### config.mk
export PLATFORM = sky130hd
export DESIGN_NAME = wb_wrbuf
export DESIGN_NICKNAME = d
export VERILOG_FILES = /design/src/rtl/wb_wrbuf.sv
export SDC_FILE = /design/constraint.sdc
export NUM_CORES = 1
export LEC_CHECK = 0
export CORE_MARGIN = 1.5
export CORE_UTILIZATION = 54
export CTS_CLUSTER_SIZE = 28
export DETAILED_ROUTE_END_ITERATION = 6
export PLACE_DENSITY = 0.79
export SLEW_MARGIN = 30
export SYNTH_ARGS = -nofsm -noshare
export SYNTH_HDL_FRONTEND = slang
export SYNTH_SLANG_ARGS = --single-unit
### constraint.sdc
create_clock -name clk_i -period 3 [get_ports clk_i]
set_clock_uncertainty 0.2 [all_clocks]
set_input_delay 0.45 -clock clk_i [delete_from_list [all_inputs] [get_ports clk_i]]
set_output_delay 0.45 -clock clk_i [all_outputs]
set_load 0.03 [all_outputs]
### src/rtl/wb_wrbuf.sv
// -----------------------------------------------------------------------------
// wb_wrbuf -- posted-write buffer between a cache's Wishbone master side and
// the memory bus.
//
// Writes from the cache are pushed into a DEPTH-entry FIFO and acknowledged on
// the following cycle. The FIFO drains to memory in the background. A read is
// parked in a holding register until every earlier write has completed
// downstream, so memory sees requests in program order.
//
// Parameters
//   ARCHBITSZ  data width in bits (16/32/64/128/256)
//   DEPTH      FIFO entries, power of two, >= 2
//
// Ports
//   clk_i, rst_i          clock (posedge) and asynchronous active-low reset
//   m_wb_cyc_i/stb_i      upstream request, valid when both are high
//   m_wb_we_i             1 = write, 0 = read
//   m_wb_addr_i/sel_i     word address and byte selects
//   m_wb_dat_i            write data
//   m_wb_bsy_o            request cannot be accepted this cycle (combinational)
//   m_wb_ack_o            single-cycle completion pulse
//   m_wb_dat_o            read data, valid together with a read's ack
//   s_wb_cyc_o/stb_o/we_o downstream cycle, strobe and write enable
//   s_wb_addr_o/sel_o     downstream address and byte selects
//   s_wb_dat_o            downstream write data
//   s_wb_bsy_i            downstream cannot take the strobe this cycle
//   s_wb_ack_i            downstream completion
//   s_wb_dat_i            downstream read data
//   empty_o               nothing buffered, no read parked, bus idle
// -----------------------------------------------------------------------------
module wb_wrbuf #(
   parameter  int ARCHBITSZ = 16,
   parameter  int DEPTH     = 4,
   localparam int SELBITSZ  = ARCHBITSZ / 8,
   localparam int ADDRBITSZ = ARCHBITSZ - $clog2(ARCHBITSZ / 8)
) (
   input  logic                 clk_i,
   input  logic                 rst_i,

   input  logic                 m_wb_cyc_i,
   input  logic                 m_wb_stb_i,
   input  logic                 m_wb_we_i,
   input  logic [ADDRBITSZ-1:0] m_wb_addr_i,
   input  logic [SELBITSZ-1:0]  m_wb_sel_i,
   input  logic [ARCHBITSZ-1:0] m_wb_dat_i,
   output logic                 m_wb_bsy_o,
   output logic                 m_wb_ack_o,
   output logic [ARCHBITSZ-1:0] m_wb_dat_o,

   output logic                 s_wb_cyc_o,
   output logic                 s_wb_stb_o,
   output logic                 s_wb_we_o,
   output logic [ADDRBITSZ-1:0] s_wb_addr_o,
   output logic [SELBITSZ-1:0]  s_wb_sel_o,
   output logic [ARCHBITSZ-1:0] s_wb_dat_o,
   input  logic                 s_wb_bsy_i,
   input  logic                 s_wb_ack_i,
   input  logic [ARCHBITSZ-1:0] s_wb_dat_i,

   output logic                 empty_o
);

   localparam int PTRW = $clog2(DEPTH);
   localparam int CNTW = PTRW + 1;
   localparam logic [CNTW-1:0] CNT_FULL = CNTW'(DEPTH);

   localparam logic [1:0] ST_IDLE = 2'd0;
   localparam logic [1:0] ST_WR   = 2'd1;
   localparam logic [1:0] ST_RD   = 2'd2;

   // FIFO storage
   logic [ADDRBITSZ-1:0] fifo_addr [DEPTH];
   logic [SELBITSZ-1:0]  fifo_sel  [DEPTH];
   logic [ARCHBITSZ-1:0] fifo_dat  [DEPTH];

   logic [PTRW-1:0]      wr_ptr;
   logic [PTRW-1:0]      rd_ptr;
   logic [CNTW-1:0]      count;

   // Read holding register
   logic                 rd_pend;
   logic [ADDRBITSZ-1:0] rd_addr;
   logic [SELBITSZ-1:0]  rd_sel;

   logic [1:0]           state;

   logic                 req;
   logic                 push;
   logic                 rd_acc;
   logic                 pop;
   logic                 rd_done;
   logic                 issue_wr;
   logic                 issue_rd;

   // Request acceptance and drain decisions
   always_comb begin
      req = m_wb_cyc_i && m_wb_stb_i;

      // Busy is decided from pre-edge state only, so a full FIFO refuses a
      // write even on the edge where the head entry is popped.
      if (!rst_i)
         m_wb_bsy_o = 1'b1;
      else if (m_wb_we_i)
         m_wb_bsy_o = (count == CNT_FULL) || rd_pend;
      else
         m_wb_bsy_o = rd_pend;

      push    = req && m_wb_we_i  && !m_wb_bsy_o;
      rd_acc  = req && !m_wb_we_i && !m_wb_bsy_o;

      // Acks are only meaningful while a downstream cycle is owned.
      pop     = (state == ST_WR) && s_wb_ack_i;
      rd_done = (state == ST_RD) && s_wb_ack_i;

      // Buffered writes always go before the parked read.
      issue_wr = (state == ST_IDLE) && (count != '0);
      issue_rd = (state == ST_IDLE) && (count == '0) && rd_pend;

      empty_o  = (count == '0) && !rd_pend && !s_wb_cyc_o;
   end

   // Control state: pointers, occupancy, read-pending flag, bus FSM
   always_ff @(posedge clk_i or negedge rst_i) begin
      if (!rst_i) begin
         wr_ptr     <= '0;
         rd_ptr     <= '0;
         count      <= '0;
         rd_pend    <= 1'b0;
         state      <= ST_IDLE;
         s_wb_cyc_o <= 1'b0;
         s_wb_stb_o <= 1'b0;
         s_wb_we_o  <= 1'b0;
         m_wb_ack_o <= 1'b0;
         m_wb_dat_o <= '0;
      end else begin
         // Posted writes complete upstream immediately; reads complete when
         // memory answers.
         m_wb_ack_o <= push || rd_done;

         if (push)
            wr_ptr <= wr_ptr + 1'b1;
         if (pop)
            rd_ptr <= rd_ptr + 1'b1;

         case ({push, pop})
            2'b10:   count <= count + 1'b1;
            2'b01:   count <= count - 1'b1;
            default: count <= count;
         endcase

         if (rd_acc)
            rd_pend <= 1'b1;
         else if (rd_done)
            rd_pend <= 1'b0;

         if (rd_done)
            m_wb_dat_o <= s_wb_dat_i;

         case (state)
            ST_IDLE: begin
               if (issue_wr) begin
                  s_wb_cyc_o <= 1'b1;
                  s_wb_stb_o <= 1'b1;
                  s_wb_we_o  <= 1'b1;
                  state      <= ST_WR;
               end else if (issue_rd) begin
                  s_wb_cyc_o <= 1'b1;
                  s_wb_stb_o <= 1'b1;
                  s_wb_we_o  <= 1'b0;
                  state      <= ST_RD;
               end
            end
            ST_WR, ST_RD: begin
               // Strobe is one-shot: dropped once memory has taken it, while
               // cyc stays up until the ack.
               if (s_wb_stb_o && !s_wb_bsy_i)
                  s_wb_stb_o <= 1'b0;
               if (s_wb_ack_i) begin
                  s_wb_cyc_o <= 1'b0;
                  s_wb_stb_o <= 1'b0;
                  state      <= ST_IDLE;
               end
            end
            default: begin
               s_wb_cyc_o <= 1'b0;
               s_wb_stb_o <= 1'b0;
               state      <= ST_IDLE;
            end
         endcase
      end
   end

   // Datapath: FIFO contents, read holding register, downstream address/data.
   // These carry no reset; every consumer is qualified by the control state.
   always_ff @(posedge clk_i) begin
      if (push) begin
         fifo_addr[wr_ptr] <= m_wb_addr_i;
         fifo_sel[wr_ptr]  <= m_wb_sel_i;
         fifo_dat[wr_ptr]  <= m_wb_dat_i;
      end

      if (rd_acc) begin
         rd_addr <= m_wb_addr_i;
         rd_sel  <= m_wb_sel_i;
      end

      // Loaded only when a new downstream cycle starts, so the bus stays
      // stable for the whole transfer.
      if (issue_wr) begin
         s_wb_addr_o <= fifo_addr[rd_ptr];
         s_wb_sel_o  <= fifo_sel[rd_ptr];
         s_wb_dat_o  <= fifo_dat[rd_ptr];
      end else if (issue_rd) begin
         s_wb_addr_o <= rd_addr;
         s_wb_sel_o  <= rd_sel;
      end
   end

endmodule

# After elaboration in Yosys (flattened, before gate mapping)
# Memory sizes are Yosys's and may differ from the RTL's. A register that Yosys moved wholly into a read port is not among the register bits.
# Cells that the tools add are included.
# totals
ff_bits	64
mem_bits_rw	132
in_bits	56
output_inout_bits	55
wordCells	83
n_memories	3
# memory_table
memory	depth	word_bits	read_ports	rd_clocked_by_memory_dff	write_ports	line_no	rtl
fifo_dat	4	16	1	1	1	74	logic [ARCHBITSZ-1:0] fifo_dat [DEPTH];
fifo_addr	4	15	1	0	1	72	logic [ADDRBITSZ-1:0] fifo_addr [DEPTH];
fifo_sel	4	2	1	0	1	73	logic [SELBITSZ-1:0] fifo_sel [DEPTH];
# op_classes
addsub	4
eq_ne	8
muxes	24
reduce_logical	30
# op_table
op	count
$mux 15	2
$logic_and 1x1->1	13
$mux 1	13
$mux 2	5
$ne 3x3->1 const B	2
$pmux 3 s2	1
$reduce_and 2->1	3
$reduce_bool 2->1	3
$logic_not 1->1	5
$add 2x1->2 const B	2
$eq 2x1->1 const B	2
$eq 2x2->1 const B	2
$pmux 1 s2	2
$pmux 2 s2	1
$add 3x1->3 const B	1
$eq 3x3->1 const B	1
$logic_not 3->1	1
$reduce_bool 3->1	1
$sub 3x1->3 const B	1
$logic_not 2->1	1
$logic_or 1x1->1	2
$ne 2x2->1 const B	1
$reduce_or 2->1	1

# Logic depth before layout (Yosys ltp)
# Gate-level depths: netlist of the first run.
# logic_depth
word_depth	8
ltp_mapped	9
depth_no_buf	9

# Worst setup path before layout of the first run
# No wires, ideal clock.
# synth_timing
path_kind	register -> register
startpoint	register rd_pend
endpoint	register rd_addr[0] (enable)
arrival_time_ps	1907
required_ps	2385
slack_ps	478
stages_incl_launch_ff	3
path_buffers	0
synth_period_minus_slack_ps	2522
path_cell_list	dfrtp_1 -> nand2b_1 -> nor3_1
# synth_via
elab_chain_len	5
# synth_lines
element	line_no	rtl
start: declaration	81	logic rd_pend;
start signal: assignment	128	rd_pend <= 1'b0;
start signal: assignment	152	rd_pend <= 1'b1;
start signal: assignment	154	rd_pend <= 1'b0;
$logic_or 1x1->1	104	m_wb_bsy_o = (count == CNT_FULL) || rd_pend;
$mux 1 *	103	else if (m_wb_we_i)
$mux 1 *	101	if (!rst_i)
$logic_not 1->1 *	109	rd_acc = req && !m_wb_we_i && !m_wb_bsy_o;
$logic_and 1x1->1 *	109	
named net rd_acc	89	logic rd_acc;
end signal: assignment	203	rd_addr <= m_wb_addr_i;
end: declaration	82	logic [ADDRBITSZ-1:0] rd_addr;
# Mark *: on every way through the listed nets, which the timed path passes. The rest lies on a longest branch.
# A chain may end at the register's enable or synchronous reset.

# Worst setup path after layout of the first run
# layout_timing
startpoint	register count[1]
endpoint	output m_wb_bsy_o
# layout_via
elab_chain_len	4
# layout_lines
element	line_no	rtl
start: declaration	78	logic [CNTW-1:0] count;
start signal: assignment	146	2'b10: count <= count + 1'b1;
start signal: assignment	147	2'b01: count <= count - 1'b1;
start signal: assignment	148	default: count <= count;
$eq 3x3->1	104	
$logic_or 1x1->1	104	
$mux 1	103	
$mux 1	101	
end: declaration	46	output logic m_wb_bsy_o,
# Every way passes these cells.

==> results.py, run 1 <==
metrics = {
    "outcome": {
        "outcome": "complete, no violations",
    },
    "logic_synthesis": {
        "ys.flop_type": "edfxtp_1",
        "synth_edf_count": 182,
        "syn-instance-count": 351,
        "synth_area_leaders": "edfxtp_1 69%, dfrtp_1 9.4%, mux4_2 5.7%",
        "ys_ff_latch": 212,
        "synth_most_common_cell": "edfxtp_1",
        "syn_nets": 416,
        "syn_area_um2": 7970,
        "synth_seq_area_share_pct": 78.0,
        "ys_warn_count": 0,
        "syn_area_per_cell_um2": 22.7,
        "ys_async_sr_fraction_pct": 14.2,
        "yosys.area.top_type_share_pct": 68.6,
        "synth_common_cells": "182 x edfxtp_1, 30 x dfrtp_1, 22 x mux2_2, 20 x mux4_2, 13 x mux4_1",
        "synth.distinct_cells": 34,
        "synth_top_area_cell": "edfxtp_1",
    },
    "setup_path": {
        "critPathMaxFanout": 5,
        "rrSetupSlack_ns": 0.71,
        "path_buf_inv": 1,
        "path_class": "reg2out",
        "crit_slowest_cell": "clkdlybuf4s50_1",
        "cp.arrival_ns": 2.04,
        "reg2reg_from": "state[0]",
        "cp_top_family": "buffers and inverters",
        "critical_path.max_stage_delay_ns": 0.66,
        "critPathLaunchType": "register",
        "r2r-end": "s_wb_addr_o[2]",
        "cp.required_ns": 2.35,
        "path_cells": "nor2_1, a31o_2, clkdlybuf4s50_1",
        "worstSetupEndpointType": "output pin",
        "reg2reg_depth": 5,
    },
    "layout": {
        "nets": 555,
        "area_growth_pct": 24.9,
        "drive_above_1_share_pct": 21.5,
        "fin_util_pct": 68.7,
        "fillers": 930,
        "fin_area_um2": 9950,
        "fin_cells": 687,
    },
    "clock_network": {
        "cts_buffer_depth": 3,
        "clock-sinks": 212,
        "htree_levels": 1,
        "cts_setup_buffers": 0,
        "path_clk_slew_ns": 0.06,
        "root_buffer": "clkbuf_16",
        "cts_tree": "yes",
        "worstSkewPairLatency_ns": 0.49,
        "cts_buffers": 21,
    },
    "routing": {
        "first_pass_iters": 4,
        "viasPerCell": 5.48,
        "drt_iter0_drc": 280,
        "via_count": 3768,
        "ant_nets": 0,
        "drc_errors": 0,
        "wl_per_cell_um": 20.5,
        "routed_wl_mm": 14.1,
    },
    "timing": {
        "final_hold_viol_count": 0,
        "rsz0062_at_grt": "no",
        "finalCriticalPeriod_ns": 2.69,
        "tightest_slew_ns": 0.968,
        "setup_viol": 0,
        "relSlewSlack_pct": 35.5,
        "fin_tns_setup_ns": 0,
        "fmax_ghz": 0.371,
        "fin_crit_sh_pct": 89.7,
        "final_max_slew_viol_count": 0,
    },
    "die": {
        "dieArea_um2": 15500,
        "die-height_um": 124,
        "die_w_um": 124,
        "start_util_pct": 55.0,
        "core_area_um2": 14500,
        "io_pins": 111,
        "rows": 44,
    },
    "global_routing": {
        "grt_usage_pct": 18.7,
        "grt_max_degree": 31,
        "grt_pass1_wl_mm": 22.4,
        "antenna_found_initial": 1,
        "grt_pass1_vias": 4021,
        "grt.overflow.total": 0,
    },
    "placement": {
        "place.gp.congestion": 0.742,
        "portBuffers": 110,
        "placed_cells": 651,
        "dpl.hpwl_mm": 9.11,
        "placed_area_um2": 9360,
    },
    "power": {
        "powerDensity_nw_per_um2": 970,
        "ir_worst_vdd_v": 0.000485,
        "p_leak_nw": 3.51,
    },
    "min_path": {
        "hp-class": "in2async",
    },
    "flow_run": {
        "cap_viol_max_count": 0,
    },
}
[state kept, by name (all words and copies together), names as in the netlist, 2 cells and up]
register / cells
s_wb_dat_o: 16
state: 2
fifo_dat: 64
fifo_sel: 8
wr_ptr: 2
s_wb_addr_o: 15
fifo_addr: 60
rd_sel: 2
rd_addr: 15
s_wb_sel_o: 2
rd_ptr: 2
m_wb_dat_o: 16
count: 3
[what timing repair did]
action,CTS,global route
resized for setup,0,1
setup endpoints to repair,0,1
endpoints found under the hold margin,0,0
hold buffers,0,0
[cell type report]
type	instances	area (µm²)	area share, %
well taps	184	230	2.31
diodes	1	2.50	0.0252
flip-flops and latches	212	6220	62.5
repair buffers	126	1240	12.4
inverters	10	37.5	0.377
clock buffers	26	544	5.47
clock inverters	9	43.8	0.440
multi-input cells	119	1640	16.4
[layer usage]
metal / track usage (%) / wire length (µm) / vias to the layer above
li1: - / - / 1701
met3: 2.96 / 554 / 13
met1: 24.0 / 5670 / 1966
met4: 5.27 / 196 / 0
met5: 0 / 0 / -
met2: 33.4 / 7650 / 88
[through the flow]
stage,hold WS [ns],setup WS (ns),total power [mW]
CTS,0.228,0.0530,9.75
global placement,0.289,0.331,7.38
finish,0.221,0.308,9.65
floorplan,-0.0456,0.478,6.29
global route,0.247,0.210,10.1
detailed placement,0.293,0.276,7.47
[cell families (layout without fill, tap and decap cells)]
group | after synthesis | count (layout) | share of synthesized area, %
muxes | 67 | 67 | 15.3
xor gates and xnor gates | 6 | 6 | 0.660
adders and majority gates | 9 | 9 | 1.51
DFF | 212 | 212 | 78.0
and+or+nand+nor | 24 | 24 | 1.65
other | 0 | 1 | 0
AOI/OAI and AO/OA | 13 | 13 | 1.32
buffers and inverters | 20 | 171 | 1.56
[cells in the final DEF (no fill, tap or decap), drive strengths merged]
| master | n |
|---|---|
| buf | 16 |
| or4 | 1 |
| a311oi | 1 |
| nand3 | 1 |
| a32o | 1 |
| xnor2 | 3 |
| clkinvlp | 2 |
| diode | 1 |
| edfxtp | 182 |
| dfrtp | 30 |
| ha | 8 |
| and2 | 6 |
| fa | 1 |
| o21ai | 3 |
| a22o | 1 |
| nor3 | 2 |
| o22ai | 1 |
| nand2 | 4 |
| a31o | 1 |
| mux4 | 33 |
| mux2 | 34 |
| nor2 | 6 |
| clkinv | 7 |
| clkdlybuf4s50 | 109 |
| dlymetal6s2s | 1 |
| nand2b | 3 |
| nor2b | 1 |
| a21oi | 3 |
| a21o | 2 |
| clkbuf | 26 |
| inv | 10 |
| xor2 | 3 |
[power by group]
group | total (mW) | internal, mW | switching (mW)
sequential | 4.21 | 3.85 | 0.365
combinational | 3.17 | 1.53 | 1.64
clock | 2.26 | 1.28 | 0.985
total | 9.65 | 6.66 | 2.99
[how the worst max path moves through the flow]
| stage | start | to | slack (ns) | cells past startpoint |
|---|---|---|---|---|
| floorplan | rd_pend | rd_addr[0] | 0.48 | 2 |
| detailed placement | m_wb_we_i | count[2] | 0.28 | 10 |
| global route | count[1] | m_wb_bsy_o | 0.21 | 3 |
| global placement | m_wb_we_i | count[2] | 0.33 | 10 |
| CTS | count[1] | empty_o | 0.05 | 3 |
| finish | count[1] | m_wb_bsy_o | 0.31 | 3 |
(Power assumes the default switching activity.)
==> run 2: changes to the inputs <==
Settings changed: CORE_ASPECT_RATIO set to 0.5.
Clock period 3 ns to 2.7 ns, I/O delays scaled along.
==> run 2 against run 1 <==
Against the previous run: cell area up 0.31%; cell count up 1.2%; sequential power up 8.8%; utilization up 0.46 points; non-clock buffer count down 4; die area up 0.29%; power up 11%; critical path depth unchanged; critical path type unchanged; largest cell class unchanged.
==> results.py, run 2 (synthesis gave the netlist of run 1 again) <==
metrics = {
    "outcome": {
        "outcome": "complete, no violations",
    },
    "clock_network": {
        "cts_buffers": 19,
        "path_clk_slew_ns": 0.06,
        "root_buffer": "clkbuf_16",
        "cts_hold_buf": 0,
        "htree_levels": 1,
        "cts_setup_buffers": 0,
        "cts_buffer_depth": 3,
        "cts_tree": "yes",
        "worstSkewPairLatency_ns": 0.47,
        "clock-sinks": 212,
        "cts_resized": 1,
    },
    "layout": {
        "area_growth_pct": 25.3,
        "final_cell_mix": "182 x edfxtp_1, 108 x clkdlybuf4s50_1, 29 x dfrtp_1",
        "largest_register_ffs": 64,
        "reg.largest.list": "fifo_dat: 64 flops, fifo_addr: 60 flops",
        "mostFrequentLayoutCell": "edfxtp_1",
        "fin_cells": 695,
        "multi_input_area_um2": 1640,
        "drive_above_1_share_pct": 20.7,
        "nets": 549,
        "n_antenna_cell": 0,
        "top_register": "fifo_dat",
        "fillers": 898,
        "regArea_um2": 6220,
    },
    "min_path": {
        "hp-class": "in2async",
    },
    "power": {
        "p_int_mw": 7.40,
        "powerDensity_nw_per_um2": 1070,
        "p_comb_share_pct": 33.8,
        "swShare_pct": 31.0,
        "p_leak_nw": 3.49,
        "switching_power_mw": 3.32,
        "ir_worst_vdd_v": 0.000824,
        "p_seq_share_pct": 42.7,
        "power.share.clock_pct": 23.5,
    },
    "setup_path": {
        "worstSetupEndpointType": "output pin",
        "path_class": "reg2out",
        "crit_slowest_cell": "or4_4",
        "critPathLaunchType": "register",
        "critical_path.max_stage_delay_ns": 0.57,
        "cp.arrival_ns": 1.99,
        "path_cells": "or4_4, nor2_1, dlygate4sd2_1",
        "cp.required_ns": 2.10,
        "critPathMaxFanout": 5,
    },
    "placement": {
        "place.gp.congestion": 0.710,
        "placed_cells": 661,
        "dpl.hpwl_mm": 8.29,
        "portBuffers": 110,
    },
    "die": {
        "start_util_pct": 55.2,
        "dieArea_um2": 15500,
        "io_pins": 111,
        "die-height_um": 88.9,
        "die_w_um": 175,
        "rows": 31,
        "core_area_um2": 14400,
    },
    "timing": {
        "final_max_slew_viol_count": 0,
        "setup_viol": 0,
        "rsz0062_at_grt": "no",
        "fin_crit_sh_pct": 96.1,
        "final_hold_viol_count": 0,
        "relSlewSlack_pct": 41.9,
        "fmax_ghz": 0.385,
        "finalCriticalPeriod_ns": 2.59,
        "tightest_slew_ns": 0.871,
        "fin_tns_setup_ns": 0,
    },
    "routing": {
        "wl_met1_mm": 5.70,
        "top_layer_used": "met4",
        "viasPerCell": 5.21,
        "first_pass_iters": 5,
        "ant_nets": 0,
        "drc_errors": 0,
        "wl_met2_mm": 6.94,
        "wl_per_cell_um": 19.4,
        "route.met3.wl_um": 632,
        "routed_wl_mm": 13.5,
        "drt_iter0_drc": 153,
        "via_count": 3623,
    },
    "global_routing": {
        "grt_max_degree": 34,
        "grt_usage_pct": 17.7,
        "antenna_found_initial": 0,
        "grt.overflow.total": 0,
        "grt_pass1_wl_mm": 20.4,
        "grt_pass1_vias": 3836,
    },
    "flow_run": {
        "cap_viol_max_count": 0,
    },
}
-- run 2: layout make-up --
type	count	area share (%)
tap	198	2.48
clock inverter	9	0.740
timing repair buffer	122	12.7
inverter	10	0.376
clock buffer	25	4.99
multi-input combinational	119	16.4
sequential	212	62.3
-- run 2: worst paths after layout --
path	cells after the start	startpoint	to	slack (ns)
max in group asynchronous	2	rst_i	rd_ptr[0]	1.81
worst max register to register	5	state[0]	s_wb_dat_o[10]	0.43
min in group clk_i	1	m_wb_dat_o[13]	m_wb_dat_o[13]	0.30
worst min register to register	1	m_wb_dat_o[13]	m_wb_dat_o[13]	0.30
worst max-delay path	3	count[1]	empty_o	0.11
worst min-delay path	2	rst_i	m_wb_dat_o[11]	0.18
-- run 2: worst max-delay path, delay by kind of cell, from the launching register on --
kind                   cells  cell delay [ns]
flip-flops                 1             0.44
AND/OR/NAND/NOR            2             0.67
buffers and inverters      1             0.41
-- run 2: routing by layer --
| metal | vias up | track usage [%] |
|---|---|---|
| met5 | - | 0 |
| met2 | 86 | 31.6 |
| met3 | 16 | 4.38 |
| met1 | 1828 | 22.4 |
| li1 | 1693 | - |
| met4 | 0 | 4.43 |
-- run 2: per-stage QoR --
step                total power, mW  util, %  area, µm²  hold WS, ns  setup WS [ns]
floorplan                      6.99        -       7970      -0.0906          0.178
detailed placement             8.31     65.2       9400        0.291         0.0614
global placement               8.24     65.2       9400        0.289          0.105
global route                   11.2     69.2       9980        0.234        0.00548
CTS                            10.8     69.1       9970        0.200         0.0297
finish                         10.7     69.2       9980        0.182          0.105
-- run 2: power by group through the flow --
stage	combinational, mW	sequential, mW	clock (mW)
2_1_floorplan	1.60	5.39	0
3_3_place_gp	3.62	4.62	0
3_5_place_dp	3.67	4.64	0
4_1_cts	3.69	4.59	2.57
5_1_grt	3.86	4.65	2.69
6_report	3.63	4.58	2.52
